**src/rtl/decision_unit.sv**
```systemverilog
// Decision unit: on each start, scans the bin's variable-state vector one
// variable per cycle for the lowest-index unassigned variable. It then either
// issues a one-cycle decision and bumps the decision level, or reports that
// every variable is assigned. Backtrack logic may load the level at any time.
module decision_unit #(
    parameter int NUM_VARS  = 8,
    parameter int WIDTH_VAR = 3,
    parameter int WIDTH_LVL = 16
) (
    input  logic                  clk,
    input  logic                  rst,
    input  logic                  start_decision_i,
    output logic                  done_decision_o,
    output logic                  all_c_is_sat_o,
    output logic [WIDTH_LVL-1:0]  cur_lvl_o,
    input  logic [2*NUM_VARS-1:0] var_state_i,
    input  logic [NUM_VARS-1:0]   var_phase_i,
    output logic                  apply_decision_o,
    output logic [WIDTH_VAR-1:0]  decided_var_o,
    output logic                  decided_value_o,
    input  logic                  load_lvl_i,
    input  logic [WIDTH_LVL-1:0]  bkt_lvl_i,
    output logic                  lvl_overflow_o
);

    typedef enum logic [1:0] {
        IDLE   = 2'd0,
        SCAN   = 2'd1,
        FOUND  = 2'd2,
        ALLSAT = 2'd3
    } state_t;

    state_t state;
    state_t next_state;

    logic [WIDTH_VAR-1:0] idx;
    logic [1:0]           cur_var_state;
    logic                 cur_unassigned;
    logic                 last_idx;
    logic                 found_now;

    logic                 done_nxt;
    logic                 apply_nxt;
    logic                 allsat_nxt;
    logic [WIDTH_VAR-1:0] var_nxt;
    logic                 value_nxt;
    logic [WIDTH_LVL-1:0] lvl_base;
    logic [WIDTH_LVL-1:0] lvl_nxt;
    logic                 ovf_nxt;

    // The variable under examination is sampled live; encoding 11 counts as assigned.
    assign cur_var_state  = var_state_i[{idx, 1'b0} +: 2];
    assign cur_unassigned = (cur_var_state == 2'b00);
    assign last_idx       = (idx == WIDTH_VAR'(NUM_VARS - 1));
    assign found_now      = (state == SCAN) && cur_unassigned;

    // State register.
    always_ff @(posedge clk or negedge rst) begin
        if (!rst) begin
            state <= IDLE;
        end else begin
            state <= next_state;
        end
    end

    // Next-state logic; starts outside IDLE are simply ignored.
    always_comb begin
        next_state = state;
        case (state)
            IDLE:    if (start_decision_i) next_state = SCAN;
            SCAN: begin
                if (cur_unassigned) begin
                    next_state = FOUND;
                end else if (last_idx) begin
                    next_state = ALLSAT;
                end
            end
            FOUND:   next_state = IDLE;
            ALLSAT:  next_state = IDLE;
            default: next_state = IDLE;
        endcase
    end

    // Scan index: restarts at 0 on an accepted start, advances past assigned variables.
    always_ff @(posedge clk or negedge rst) begin
        if (!rst) begin
            idx <= '0;
        end else if (state == IDLE && start_decision_i) begin
            idx <= '0;
        end else if (state == SCAN && !cur_unassigned && !last_idx) begin
            idx <= idx + 1'b1;
        end
    end

    // Output decode: next values for the registered outputs, so every pulse
    // lines up with the cycle the FSM sits in FOUND or ALLSAT.
    always_comb begin
        done_nxt   = (next_state == FOUND) || (next_state == ALLSAT);
        apply_nxt  = (next_state == FOUND);
        allsat_nxt = all_c_is_sat_o;
        var_nxt    = decided_var_o;
        value_nxt  = decided_value_o;
        if (state == IDLE && start_decision_i) begin
            allsat_nxt = 1'b0;
        end else if (next_state == ALLSAT) begin
            allsat_nxt = 1'b1;
        end
        if (found_now) begin
            var_nxt   = idx;
            value_nxt = var_phase_i[idx];
        end
    end

    // Level arithmetic: a backtrack load replaces the base, a decision adds one
    // on top of it, and an increment at the top saturates and flags overflow.
    always_comb begin
        lvl_base = load_lvl_i ? bkt_lvl_i : cur_lvl_o;
        lvl_nxt  = lvl_base;
        ovf_nxt  = lvl_overflow_o;
        if (found_now) begin
            if (&lvl_base) begin
                ovf_nxt = 1'b1;
            end else begin
                lvl_nxt = lvl_base + 1'b1;
            end
        end
    end

    // Output registers.
    always_ff @(posedge clk or negedge rst) begin
        if (!rst) begin
            done_decision_o  <= 1'b0;
            apply_decision_o <= 1'b0;
            all_c_is_sat_o   <= 1'b0;
            decided_var_o    <= '0;
            decided_value_o  <= 1'b0;
            cur_lvl_o        <= '0;
            lvl_overflow_o   <= 1'b0;
        end else begin
            done_decision_o  <= done_nxt;
            apply_decision_o <= apply_nxt;
            all_c_is_sat_o   <= allsat_nxt;
            decided_var_o    <= var_nxt;
            decided_value_o  <= value_nxt;
            cur_lvl_o        <= lvl_nxt;
            lvl_overflow_o   <= ovf_nxt;
        end
    end

endmodule

```
**config.mk**
```make
export PLATFORM = sky130hd
export DESIGN_NAME = decision_unit
export DESIGN_NICKNAME = d
export VERILOG_FILES = /design/src/rtl/decision_unit.sv
export SDC_FILE = /design/constraint.sdc
export NUM_CORES = 1
export LEC_CHECK = 0
export ABC_AREA = 1
export BUFFER_PORTS_ARGS = -buffer_cell sky130_fd_sc_hd__clkbuf_2
export CORE_MARGIN = 10
export CORE_UTILIZATION = 30
export CTS_CLUSTER_SIZE = 16
export DETAILED_ROUTE_END_ITERATION = 8
export GPL_ROUTABILITY_DRIVEN = 0
export GPL_TIMING_DRIVEN = 0
export PLACE_DENSITY = 0.58
export REMOVE_ABC_BUFFERS = 1
export SKIP_LAST_GASP = 1
export SYNTH_ARGS = -nofsm -noshare
export SYNTH_HDL_FRONTEND = slang
export SYNTH_SLANG_ARGS = --single-unit
```
**constraint.sdc**
```tcl
create_clock -name clk -period 1.7 [get_ports clk]
set_clock_uncertainty 0.15 [all_clocks]
set_input_delay 0.255 -clock clk [delete_from_list [all_inputs] [get_ports clk]]
set_output_delay 0.255 -clock clk [all_outputs]
set_load 0.05 [all_outputs]
```
==> results.cfg <==
[synthesis]
syn_inst = 366
ys_types = 25
synth_top_cell_area_share_pct = 30.52
synth-edff-count = 0
synth_top_family_by_area = simple AND/OR/NAND/NOR gates
synth_ff_type = dfrtp_1
synthTopCellsByArea = dfrtp_1 (31%), nand2_1 (26%), inv_1 (7.0%)
synth_seq_cells = 28
synth-warning-count = 0
synth_simple_gate_area_share_pct = 47.68
synth_fa_ha_area_share_pct = 1.635
synth_compound_area_share_pct = 7.139
yosysTopAreaCell = dfrtp_1
synth-xor-area-share_pct = 1.144
syn_area_per_cell_um2 = 6.273
ys_seq_area_share_pct = 30.52
syn-cell-area_um2 = 2296
async_flop_share_pct = 100.0
synth_mux_area_share_pct = 0

[clock_tree]
clkTransAtPathRegs_ns = 0.11
cts_max_level = 1
clk-insertion-delay-late_ns = 0.28
cts_sinks = 28
cts_tree = done
clk_path_buf_depth = 2
cts_made_buffers = 3
cts-root-buf = clkbuf_8

[run_status]
status = finished, final reports clean

[setup_path]
end_kind = register
r2r_start = cur_lvl_o[3]
critPathLaunchType = register
worst_path_largest_cell_delay_ns = 0.37
cp.arrival_ns = 1.72
crit_slowest_cell = dfrtp_1
path_buf_inv = 2
required_ns = 1.74
path_delay_family = simple AND/OR/NAND/NOR gates
critical_path_class = reg -> reg
r2r_cells = 10
crit_path_max_fanout = 7
worst_path_most_repeated_cell = nand2_1
ff2ff_setup_slack_ns = 0.02
r2r_end = cur_lvl_o[0]
path_cells = inv_1 -> o21ai_2 -> nand3_4 -> nor2_4 -> buf_12 -> nand2_8 -> nand2_1 -> nand2_1 -> nand2_1 -> nand2_1

[global_route]
grt_pass1_vias = 2399
antenna_found_initial = 0
grt_use_total_pct = 12.00
met3_usage_pct = 5.329
grt_max_degree = 37
gr-total-overflow = 0
grt_pass1_wl_um = 11430
grt_use_met1_pct = 13.99
grt.busiest_layer = met2
use_met2_pct = 20.16

[die]
die-area_um2 = 11550
core-area_um2 = 7331
io_pins = 68
die_h_um = 107.5
die_w_um = 107.5
start_util_pct = 31.32
placementRows = 31

[layout]
fin_nets = 495
syn2layout_area_growth_pct = 38.42
drive_above_1_share_pct = 34.68
antennaDiodeCount = 0

[detailed_routing]
vias = 2475
drtPass1Iterations = 4
via_per_inst = 4.533
wirelength_um = 7222
drc = 0
wl_per_cell_um = 13.23
first_iter_violations = 101
final_antenna_net_count = 0

[min_path]
hp-class = in -> reg
min_to = all_c_is_sat_o
min_path_cells = 4
worstHoldStart = start_decision_i

[job]
drv_cap = 0

[timing]
timing.final.crit_share_pct = 98.97
fin_crit_ns = 1.682
grt_setup_unrepaired = true
fin_tns_setup_ns = 0
fin_ws_ns = 0.01750
drv_slew = 0
relSlewSlack_pct = 51.84
hold_viol = 0
worst_pin_slew_ns = 0.7224
setup_violations = 0
fmax_ghz = 0.5944

[placed_design]
dpl.hpwl_um = 4888
io_buffers = 67
dp_slack_ns = -1.046

[power_and_ir_drop]
power_density_nw_per_um2 = 1534
peakVddDrop_mv = 0.8901
power_leakage_uw = 0.001750
-- layout make-up --
class,instances,area (um2)
repair buffers,82,493.0
repair inverters,2,20.02
fillers,732,4153
multi-input cells,283,1559
inverters,48,207.7
clock buffers,3,41.29
well taps,99,123.9
flip-flops and latches,28,703.2
clock inverters,1,30.03
-- placed cells by master, fill, tap and decap left out, drive strengths merged --
cell,instances
buf,15
nand2,169
nor2,35
o22ai,2
ha,3
nand3,35
nand4,8
o21ai,24
bufinv,1
a21oi,1
xor2,3
dfrtp,28
nand3b,2
clkinv,1
nor3,1
dlygate4sd3,1
inv,49
clkbuf,69
-- power breakdown --
| part | leakage, uW | internal, uW | switching, uW |
|---|---|---|---|
| Sequential | 0.000347 | 952 | 208 |
| Combinational | 0.00137 | 867 | 2290 |
| Clock | 0.0000357 | 316 | 238 |
-- cell usage after synthesis, types with 2 or more instances --
library cell	instances
buf_2	3
buf_6	6
dfrtp_1	28
ha_1	3
inv_1	43
inv_2	3
nand2_1	158
nand2_2	8
nand3_1	28
nand3_2	7
nand3b_1	2
nand4_1	8
nor2_1	27
nor2_2	5
nor2_4	3
o21ai_0	16
o21ai_2	7
o22ai_1	2
xor2_1	3
-- state kept, by name, summed over array words and instances, names as in the netlist --
register,cells
cur_lvl_o,16
decided_var_o,3
idx,3
all_c_is_sat_o,1
apply_decision_o,1
decided_value_o,1
done_decision_o,1
lvl_overflow_o,1
state,1
-- per-stage QoR --
| stage | util [%] | total power, uW | instance area, um2 | hold slack (ns) | instances |
|---|---|---|---|---|---|
| final | 43.35 | 4874 | 3178 | 0.1264 | 546 |
| after global routing | 43.35 | 5249 | 3178 | 0.1461 | 546 |
| after CTS | 39.38 | 4606 | 2887 | 0.1238 | 534 |
| after detailed placement | 36.35 | 3753 | 2665 | 0.2106 | 522 |
| after global placement | 36.35 | 3724 | 2665 | 0.2055 | 522 |
| after floorplan | - | 3083 | 2206 | -0.1906 | 356 |
-- routing by layer --
metal	part of all wire, %	vias up
li1	-	1304
met1	43	1079
met2	46	81
met3	9.4	11
met4	1.1	0
met5	0	-
-- kinds of logic after synthesis --
kind of cell,after synthesis
fa+ha+maj,3
xor+xnor,3
compound gates,27
buf+inv,58
simple gates,247
flops,28
-- worst reg2reg max path, stage by stage (launching register included) --
cell     delay [ns]
dfrtp_1        0.37
inv_1          0.06
o21ai_2        0.24
nand3_4        0.17
nor2_4         0.17
buf_12         0.15
nand2_8        0.08
nand2_1        0.07
nand2_1        0.04
nand2_1        0.05
nand2_1        0.04
-- how the worst max path moves through the flow --
stage / from / endpoint / slack (ns) / cells past startpoint
final: cur_lvl_o[3] / cur_lvl_o[0] / 0.02 / 10
after detailed placement: load_lvl_i / cur_lvl_o[0] / -1.05 / 12
after CTS: idx[0] / lvl_overflow_o / -0.02 / 10
after global placement: load_lvl_i / cur_lvl_o[0] / -1.02 / 12
after global routing: cur_lvl_o[1] / cur_lvl_o[1] / -0.1 / 11
after floorplan: cur_lvl_o[0] / cur_lvl_o[0] / -0.31 / 10
-- what timing repair did --
item,in CTS,in global routing
cloned,3,2
pin swaps,3,16
gates resized for setup,21,41
setup endpoints to repair,27,27
setup buffers,4,10
hold buffers,1,0
hold endpoints to repair,28,0
No activity file was read; power rests on OpenSTA's default activity.
